==> config.mk <==
export PLATFORM = sky130hd
export DESIGN_NAME = mem_wb_reg
export DESIGN_NICKNAME = d
export VERILOG_FILES = /design/src/rtl/mem_wb_pkg.sv /design/src/rtl/pipe_reg.sv /design/src/rtl/mem_wb_reg.sv
export SDC_FILE = /design/constraint.sdc
export NUM_CORES = 1
export LEC_CHECK = 0
export ABC_AREA = 0
export CAP_MARGIN = 20
export CELL_PAD_IN_SITES_DETAIL_PLACEMENT = 1
export CELL_PAD_IN_SITES_GLOBAL_PLACEMENT = 1
export CORE_AREA = 2 2 97 99
export DETAILED_ROUTE_END_ITERATION = 12
export DIE_AREA = 0 0 99 101
export MAX_ROUTING_LAYER = met4
export PLACE_DENSITY = 0.82
export SKIP_LAST_GASP = 1
export SLEW_MARGIN = 25
export SYNTH_ARGS = -nofsm -noshare
export SYNTH_HDL_FRONTEND = slang
export SYNTH_SLANG_ARGS = --single-unit
==> constraint.sdc <==
create_clock -name clk -period 1.4 [get_ports clk]
set_input_delay 0.21 -clock clk [delete_from_list [all_inputs] [get_ports clk]]
set_output_delay 0.21 -clock clk [all_outputs]
set_load 0.02 [all_outputs]
==> src/rtl/mem_wb_pkg.sv <==
// Shared widths, write-back control bit positions and payload type for the MEM/WB stage register.
package mem_wb_pkg;
    localparam int DATA_W      = 32;
    localparam int REG_W       = 5;
    localparam int WB_W        = 2;
    localparam int WB_REGWRITE = 1;
    localparam int WB_MEMTOREG = 0;

    typedef struct packed {
        logic [WB_W-1:0]   control;
        logic [DATA_W-1:0] read_data;
        logic [DATA_W-1:0] alu_result;
        logic [REG_W-1:0]  write_reg;
    } mem_wb_payload_t;
endpackage

==> src/rtl/pipe_reg.sv <==
// Parameterised-width register with synchronous active-low clear and load enable.
module pipe_reg #(
    parameter int W = 1
) (
    input  logic         clk,
    input  logic         clr_n,
    input  logic         en,
    input  logic [W-1:0] d,
    output logic [W-1:0] q
);
    always_ff @(posedge clk) begin
        if (!clr_n)  q <= '0;
        else if (en) q <= d;
    end
endmodule

==> src/rtl/mem_wb_reg.sv <==
// MEM/WB pipeline register: loads on a cache hit, inserts a bubble (control cleared, data held) on a miss.
// Optional MEM_WB_FLUSH_EN adds a flush input that bubbles the stage regardless of data_hit.
module mem_wb_reg #(
    parameter int DATA_W = mem_wb_pkg::DATA_W,
    parameter int REG_W  = mem_wb_pkg::REG_W,
    parameter int WB_W   = mem_wb_pkg::WB_W
) (
    input  logic              clk,
    input  logic              rst_n,
    input  logic              data_hit,
`ifdef MEM_WB_FLUSH_EN
    input  logic              flush,
`endif
    input  logic [WB_W-1:0]   control_wb_in,
    input  logic [DATA_W-1:0] Read_data_in,
    input  logic [DATA_W-1:0] ALU_rslt_in,
    input  logic [REG_W-1:0]  Write_reg_in,
    output logic [WB_W-1:0]   mem_control_wb,
    output logic [DATA_W-1:0] Read_data,
    output logic [DATA_W-1:0] mem_ALU_result,
    output logic [REG_W-1:0]  mem_Write_reg
);
    import mem_wb_pkg::*;

    localparam int PAY_W = 2*DATA_W + REG_W;

    logic             kill;
    logic [PAY_W-1:0] pay_d;
    logic [PAY_W-1:0] pay_q;

`ifdef MEM_WB_FLUSH_EN
    assign kill = flush;
`else
    assign kill = 1'b0;
`endif

    // Control is cleared on reset, miss or flush; data only loads on a clean hit so
    // stale data (and any X on the inputs during a miss) never reaches the outputs.
    pipe_reg #(.W(WB_W)) u_ctrl (
        .clk   (clk),
        .clr_n (rst_n & data_hit & ~kill),
        .en    (1'b1),
        .d     (control_wb_in),
        .q     (mem_control_wb)
    );

    assign pay_d = {Read_data_in, ALU_rslt_in, Write_reg_in};

    pipe_reg #(.W(PAY_W)) u_data (
        .clk   (clk),
        .clr_n (rst_n),
        .en    (data_hit & ~kill),
        .d     (pay_d),
        .q     (pay_q)
    );

    assign {Read_data, mem_ALU_result, mem_Write_reg} = pay_q;
endmodule

==> results.sh, run 1 <==
export IMPL_run_status="finished, final reports clean"
export IMPL_cp_cell_sequence="dlygate4sd2_1"
export IMPL_globalplace_congestion=0.689
export IMPL_end_kind="primary output"
export IMPL_antenna_cells=0
export IMPL_regArea_um2=1420
export IMPL_fin_skew_ns=0
export IMPL_syn_to_final_growth_pct=56.9
export IMPL_cp_startpoint="u_data.q[46]"
export IMPL_period_share=0.886
export IMPL_grt_overflow=0
export IMPL_peakVddDrop_mv=0.476
export IMPL_grt_antenna_before_repair=0
export IMPL_rr_startpoint="u_data.q[16]"
export IMPL_cts_root_buf="clkbuf_8"
export IMPL_worstPathRequired_ns=1.19
export IMPL_max_freq_mhz=807
export IMPL_worst_setup_path_start_kind="flip-flop"
export IMPL_final_antenna_net_count=0
export IMPL_yosys_register_bits=71
export IMPL_synth_edf_count=0
export IMPL_first_pass_iters=3
export IMPL_place_inst=469
export IMPL_vias=2112
export IMPL_cts_max_level=3
export IMPL_grt_max_degree=72
export IMPL_finalCriticalPeriod_ns=1.24
export IMPL_leakagePower_nw=2.06
export IMPL_netlist_area_um2=2730
export IMPL_postRouteWirelength_um=7060
export IMPL_path_max_fanout=2
export IMPL_fin_ws_ns=0.160
export IMPL_power_frac_seq=0.476
export IMPL_maxSlewViolCount=0
export IMPL_synthFlopType="dfxtp_1"
export IMPL_pwr_share_comb=0.177
export IMPL_grt_usage=0.147
export IMPL_synth_top_cell_area_share=0.520
export IMPL_grt_pass1_vias=2281
export IMPL_ys_warnings_count=0
export IMPL_nets=443
export IMPL_synth_distinct_cells=7
export IMPL_post_cts_setup_buffers=0
export IMPL_cts_made_buffers=9
export IMPL_start_util=0.305
export IMPL_swShare=0.251
export IMPL_critPathTopFamily="buffers and inverters"
export IMPL_fp_dieArea_um2=10000
export IMPL_clk_pin_slew_worst_paths_ns=0.07
export IMPL_fin_util=0.478
export IMPL_crit_type="reg -> out"
export IMPL_rsz0062_at_grt="false"
export IMPL_p_sw_mw=1.16
export IMPL_power_frac_clock=0.347
export IMPL_synthTopCellsByCount="71 x dfxtp_1, 69 x mux2i_1, 69 x nor2b_1, 7 x buf_12, 7 x clkbuf_1"
export IMPL_crit_slowest_cell="dlygate4sd2_1"
export IMPL_wire_per_inst_um=14.6
export IMPL_p_per_area_nw_per_um2=1070
export IMPL_synth_cells=226
export IMPL_grt_pass1_wl_um=11300
export IMPL_crit_path_max_incr_delay_ns=0.38
export IMPL_path_buf_inv=1
export IMPL_finalHoldViolations=0
export IMPL_cts_tree="done"
export IMPL_io_pins=145
export IMPL_clock_sinks=71
export IMPL_finalNonFillerCells=485
export IMPL_io_buffers=144
export IMPL_yosysTopAreaCell="dfxtp_1"
export IMPL_hp_class="in -> reg"
export IMPL_dp_hpwl_um=5110
export IMPL_async_reset_ff_frac=0
export IMPL_cts_hold_buf=0
export IMPL_multiInputGateArea_um2=1130
export IMPL_p_int_mw=3.45
export IMPL_ys_seq_area_frac=0.520
export IMPL_critPathArrivalTime_ns=1.03
export IMPL_synthTopCellsByArea="dfxtp_1 52%, mux2i_1 25%, nor2b_1 16%"
export IMPL_synth_nets=300
export IMPL_drive_gt1_frac=0.0508
export IMPL_die_x_um=99
export IMPL_viasPerCell=4.35
export IMPL_coreArea_um2=8980
export IMPL_clk_latency_ns=0.33
export IMPL_hold_start="data_hit"
export IMPL_tns_ns=0
export IMPL_drt_initial_drc_count=35
export IMPL_tightest_slew_ns=0.283
export IMPL_clockBufferDepth=2
export IMPL_setup_violations_final=0
export IMPL_slew_headroom=0.812
export IMPL_rows=35
export IMPL_syn_area_per_cell_um2=12.1
export IMPL_die_height_um=101
export IMPL_hold_ws_ns=0.224
export IMPL_yosys_cell_count_top_type="dfxtp_1"
export IMPL_num_fill_cells=996
export IMPL_place_ws_ns=0.240
export IMPL_route_detailed_drc=0
export IMPL_max_cap_violations=0
sequential cells by signal (all words and copies together), names as in the netlist:
name,count
u_ctrl.q,2
u_data.q,69
area by class of cell:
| type | count | share of cell area |
|---|---|---|
| flip-flops and latches | 71 | 0.331 |
| repair buffers | 147 | 0.328 |
| multi-input cells | 140 | 0.265 |
| clock buffers | 12 | 0.0338 |
| well taps | 111 | 0.0324 |
| clock inverters | 4 | 0.0105 |
per-layer routing:
metal  track usage  routed length (µm)
met1         0.165                3020
met4        0.0400                  84
met3        0.0458                 482
met2         0.252                3480
met5             -                   0
cell usage in the layout, fill, tap and decap left out:
master            n
bufinv_16         1
clkbuf_8         10
dlygate4sd2_1    71
nor2b_1          69
mux2i_1          69
dfxtp_1          71
and3_1            2
buf_2             1
buf_4             1
clkinv_2          3
clkbuf_1          2
buf_12            3
clkdlybuf4s50_1  71
power groups by stage:
stage / registers (mW) / clock network (mW) / logic (mW)
floorplan: 2.39 / 0 / 0.297
global placement: 2.24 / 0 / 0.891
detailed placement: 2.25 / 0 / 0.910
CTS: 2.19 / 1.68 / 0.832
global route: 2.21 / 1.76 / 0.880
finish: 2.19 / 1.60 / 0.816
stage by stage:
stage / power [mW] / cell area [µm²]
detailed placement: 3.16 / 4190
CTS: 4.70 / 4290
global placement: 3.13 / 4190
global route: 4.85 / 4290
finish: 4.61 / 4290
floorplan: 2.68 / 2730
logic make-up (layout without fill, tap and decap cells):
kind of cell | Yosys count | count (layout) | share of synthesized area
buffers and inverters | 15 | 163 | 0.0650
DFF | 71 | 71 | 0.520
muxes | 69 | 69 | 0.253
and+or+nand+nor | 71 | 71 | 0.162
timing repair:
| action | CTS | global route |
|---|---|---|
| resized for setup | 71 | 0 |
| endpoints found under the setup margin | 71 | 0 |
| endpoints found under the hold margin | 0 | 0 |
worst paths after layout:
path,to,slack [ns],depth (start not counted)
max reg2reg,u_data.q[16],0.75,2
min reg2reg,u_data.q[49],0.51,2
max,Read_data[9],0.16,1
min,u_ctrl.q[1],0.22,2
(Power assumes the default switching activity.)
==> inputs of run 2 (changes only) <==
Settings changed: REMOVE_ABC_BUFFERS set to 1.
==> run 2 against run 1 <==
  * Combinational power about the same
  * Sequential power about the same
  * Worst hold slack improved by 0.14 ns
  * First-iteration DRC count decreased by 43%
  * Worst setup slack got worse by 0.00074 ns
  * Non-clock buffer count unchanged
  * Critical path type unchanged
==> results.sh, run 2 (synthesis gave the netlist of run 1 again) <==
export IMPL_setup_violations_final=0
export IMPL_num_fill_cells=991
export IMPL_cts_tree="done"
export IMPL_grt_pass1_vias=2275
export IMPL_clockBufferDepth=2
export IMPL_max_cap_violations=0
export IMPL_cp_startpoint="u_data.q[21]"
export IMPL_rsz0062_at_grt="false"
export IMPL_tns_ns=0
export IMPL_largest_register_ffs=69
export IMPL_regArea_um2=1420
export IMPL_io_pins=145
export IMPL_cts_made_buffers=9
export IMPL_viasPerCell=4.35
export IMPL_nets=443
export IMPL_fin_skew_ns=0
export IMPL_crit_slowest_cell="dlygate4sd2_1"
export IMPL_crit_path_max_incr_delay_ns=0.37
export IMPL_multiInputGateArea_um2=1130
export IMPL_place_ws_ns=0.233
export IMPL_fp_dieArea_um2=10000
export IMPL_path_buf_inv=1
export IMPL_final_antenna_net_count=0
export IMPL_hold_start="rst_n"
export IMPL_slew_headroom=0.821
export IMPL_leakagePower_nw=2.06
export IMPL_grt_usage=0.146
export IMPL_cts_hold_buf=0
export IMPL_first_pass_iters=4
export IMPL_cts_root_buf="clkbuf_8"
export IMPL_vias=2112
export IMPL_grt_antenna_before_repair=0
export IMPL_peakVddDrop_mv=0.437
export IMPL_period_share=0.886
export IMPL_critPathTopFamily="buffers and inverters"
export IMPL_io_buffers=144
export IMPL_postRouteWirelength_um=7010
export IMPL_drt_initial_drc_count=20
export IMPL_rows=35
export IMPL_p_per_area_nw_per_um2=1100
export IMPL_path_max_fanout=2
export IMPL_run_status="finished, final reports clean"
export IMPL_antenna_cells=0
export IMPL_wire_per_inst_um=14.5
export IMPL_die_x_um=99
export IMPL_cts_max_level=3
export IMPL_worst_setup_path_start_kind="flip-flop"
export IMPL_worstPathRequired_ns=1.19
export IMPL_rr_startpoint="u_data.q[31]"
export IMPL_die_height_um=101
export IMPL_clock_sinks=71
export IMPL_cp_cell_sequence="dlygate4sd2_1"
export IMPL_coreArea_um2=8980
export IMPL_finalHoldViolations=0
export IMPL_max_freq_mhz=806
export IMPL_tightest_slew_ns=0.269
export IMPL_maxSlewViolCount=0
export IMPL_grt_pass1_wl_um=11200
export IMPL_globalplace_congestion=0.678
export IMPL_clk_latency_ns=0.33
export IMPL_largestRegisters="u_data.q x69, u_ctrl.q x2"
export IMPL_layout_common_cells="71 x clkdlybuf4s50_1, 71 x dlygate4sd2_1, 71 x dfxtp_1"
export IMPL_syn_to_final_growth_pct=57.5
export IMPL_grt_max_degree=72
export IMPL_end_kind="primary output"
export IMPL_grt_overflow=0
export IMPL_hp_class="in -> reg"
export IMPL_finalCriticalPeriod_ns=1.24
export IMPL_largest_register="u_data.q"
export IMPL_critPathArrivalTime_ns=1.03
export IMPL_drive_gt1_frac=0.0481
export IMPL_route_detailed_drc=0
export IMPL_dp_hpwl_um=4980
export IMPL_start_util=0.305
export IMPL_crit_type="reg -> out"
export IMPL_clk_pin_slew_worst_paths_ns=0.07
export IMPL_fin_ws_ns=0.160
[run 2: area by class of cell]
cell class / count / share of cell area
Clock buffer: 12 / 0.0314
Clock inverter: 4 / 0.0163
Multi-Input combinational cell: 140 / 0.264
Sequential cell: 71 / 0.330
Tap cell: 111 / 0.0323
Timing Repair Buffer: 147 / 0.326
[run 2: what timing repair did]
item / in CTS / in global routing
buffers inserted: 0 / 0
resized for setup: 71 / 0
hold endpoints to repair: 0 / 0
setup endpoints to repair: 71 / 0
[run 2: stage by stage]
step	utilization	power, mW	hold slack (ns)	instances	cell area (µm²)
after floorplan	-	2.58	0.338	211	2560
after global placement	0.467	3.13	0.494	469	4190
after detailed placement	0.467	3.15	0.506	469	4190
after CTS	0.480	4.84	0.356	485	4310
after global routing	0.480	4.99	0.367	485	4310
final	0.480	4.75	0.362	485	4310
[run 2: path summary, 6_finish.rpt]
path	end	slack, ns	cells past startpoint
worst min-delay path	u_data.q[46]	0.36	3
worst max-delay path	mem_ALU_result[16]	0.16	1
worst max register to register	u_data.q[31]	0.72	2
worst min register to register	u_data.q[39]	0.51	2
[run 2: worst register-to-register path, delay by kind of cell, from the launching register on]
kind / cells / cell delay, ns
muxes: 1 / 0.18
DFF: 1 / 0.32
and+or+nand+nor: 1 / 0.08
[run 2: layer usage]
layer,part of all wire,routed length (µm),track usage,vias to the layer above
li1,-,-,-,1035
met4,0.015,108,0.0569,0
met2,0.48,3350,0.237,85
met1,0.43,3040,0.171,982
met3,0.073,511,0.0430,10
met5,0,0,-,-
[run 2: report_power, final]
part	leakage, nW	total, mW	internal, mW	switching [mW]
Clock	0.104	1.74	1.00	0.735
Combinational	1.37	0.816	0.444	0.371
Sequential	0.586	2.19	2.14	0.0545
Total	2.06	4.75	3.58	1.16
==> inputs of run 3 (changes only) <==
Clock period 1.4 ns to 1.6 ns, I/O delays scaled along.
==> run 3 against run 2 <==
  * Core utilization rose by 1.1 points
  * Sequential share of layout area fell by 0.76 points
  * Flip-flop and latch count did not move
  * Final cell count did not move
  * Register-to-register slack improved by 0.19 ns
==> results.sh, run 3 (synthesis gave the netlist of run 1 again) <==
export IMPL_run_status="finished, final reports clean"
export IMPL_grt_pass1_vias=2293
export IMPL_drive_gt1_frac=0.0481
export IMPL_period_share=0.966
export IMPL_cp_depth=1
export IMPL_syn_to_final_growth_pct=61.2
export IMPL_r2r_setup_slack_ns=0.91
export IMPL_slew_headroom=0.821
export IMPL_dp_hpwl_um=4980
export IMPL_rows=35
export IMPL_clk_latency_ns=0.33
export IMPL_globalplace_congestion=0.678
export IMPL_wire_per_inst_um=14.5
export IMPL_maxSlewViolCount=0
export IMPL_num_fill_cells=954
export IMPL_tightest_slew_ns=0.268
export IMPL_cts_tree="done"
export IMPL_place_ws_ns=0.403
export IMPL_viasPerCell=4.35
export IMPL_rr_startpoint="u_data.q[31]"
export IMPL_clockBufferDepth=2
export IMPL_crit_slowest_cell="clkdlybuf4s50_1"
export IMPL_grt_overflow=0
export IMPL_clock_sinks=71
export IMPL_max_cap_violations=0
export IMPL_hold_start="rst_n"
export IMPL_wl_met3_um=523
export IMPL_max_freq_mhz=647
export IMPL_setup_violations_final=0
export IMPL_met2RoutedLength_um=3370
export IMPL_critPathTopFamily="buffers and inverters"
export IMPL_crit_type="reg -> out"
export IMPL_fp_dieArea_um2=10000
export IMPL_path_max_fanout=2
export IMPL_top_layer="met4"
export IMPL_clk_pin_slew_worst_paths_ns=0.07
export IMPL_min_path_cells=3
export IMPL_die_height_um=101
export IMPL_io_buffers=144
export IMPL_fin_ws_ns=0.0552
export IMPL_drt_met1_wl_um=3040
export IMPL_final_common_cell="clkdlybuf4s50_1"
export IMPL_worst_setup_path_start_kind="flip-flop"
export IMPL_rsz0062_at_grt="false"
export IMPL_leakagePower_nw=1.87
export IMPL_layout_common_cells="137 x clkdlybuf4s50_1, 71 x dfxtp_1, 69 x mux2i_1, 69 x nor2b_1, 9 x clkbuf_8"
export IMPL_final_antenna_net_count=0
export IMPL_grt_usage=0.146
export IMPL_hp_class="in -> reg"
export IMPL_largestRegisters="u_data.q x69, u_ctrl.q x2"
export IMPL_largest_register_ffs=69
export IMPL_nets=443
export IMPL_grt_pass1_wl_um=11300
export IMPL_cp_startpoint="u_data.q[21]"
export IMPL_cp_cell_sequence="clkdlybuf4s50_1"
export IMPL_cts_hold_buf=0
export IMPL_reg2reg_depth=2
export IMPL_coreArea_um2=8980
export IMPL_peakVddDrop_mv=0.385
export IMPL_path_buf_inv=1
export IMPL_cts_root_buf="clkbuf_8"
export IMPL_tns_ns=0
export IMPL_cts_made_buffers=9
export IMPL_postRouteWirelength_um=7040
export IMPL_vias=2110
export IMPL_die_x_um=99
export IMPL_fin_skew_ns=0
export IMPL_start_util=0.305
export IMPL_largest_register="u_data.q"
export IMPL_p_per_area_nw_per_um2=960
export IMPL_critPathArrivalTime_ns=1.30
export IMPL_multiInputGateArea_um2=1130
export IMPL_cts_max_level=3
export IMPL_crit_path_max_incr_delay_ns=0.64
export IMPL_drt_initial_drc_count=18
export IMPL_antenna_cells=0
export IMPL_finalHoldViolations=0
export IMPL_grt_max_degree=72
export IMPL_worstPathRequired_ns=1.36
export IMPL_first_pass_iters=4
export IMPL_regArea_um2=1420
export IMPL_io_pins=145
export IMPL_route_detailed_drc=0
export IMPL_grt_antenna_before_repair=0
export IMPL_end_kind="primary output"
export IMPL_finalCriticalPeriod_ns=1.54
## run 3: cell count changes in the layout (fill, tap and decap cells not counted)
| cell | previous run | this run |
|---|---|---|
| dlygate4sd2_1 | 71 | 0 |
| clkdlybuf4s50_1 | 71 | 137 |
| dlymetal6s2s_1 | 0 | 5 |
## run 3: stage by stage
step	utilization	hold WS, ns	cell area (µm²)	cells	power, mW
floorplan	-	0.368	2560	211	2.26
global placement	0.467	0.494	4190	469	2.74
detailed placement	0.467	0.506	4190	469	2.76
CTS	0.489	0.386	4390	485	4.31
global route	0.491	0.397	4410	485	4.44
finish	0.491	0.396	4410	485	4.23
## run 3: power breakdown
part | switching (mW) | internal, mW | total [mW] | leakage [nW]
clock | 0.645 | 0.876 | 1.52 | 0.104
combinational | 0.325 | 0.460 | 0.785 | 1.18
sequential | 0.0518 | 1.87 | 1.92 | 0.586
## run 3: final cells by class
class	count	area share
clock buffers	12	0.0307
clock inverters	4	0.0159
multi-input cells	140	0.258
flip-flops and latches	71	0.323
well taps	111	0.0315
repair buffers	147	0.342
## run 3: worst paths after layout
path                        endpoint
setup / recovery  mem_ALU_result[16]
hold / removal          u_data.q[46]
setup reg to reg        u_data.q[31]
hold reg to reg         u_data.q[39]
## run 3: what timing repair did
| item | in CTS | in global routing |
|---|---|---|
| resized for setup | 0 | 5 |
| setup buffers | 0 | 0 |
| endpoints found under the hold margin | 0 | 0 |
| endpoints found under the setup margin | 0 | 5 |
## run 3: layer usage
metal,vias to the layer above,track usage
li1,1033,-
met1,982,0.172
met2,85,0.236
met3,10,0.0430
met4,0,0.0569
met5,-,-
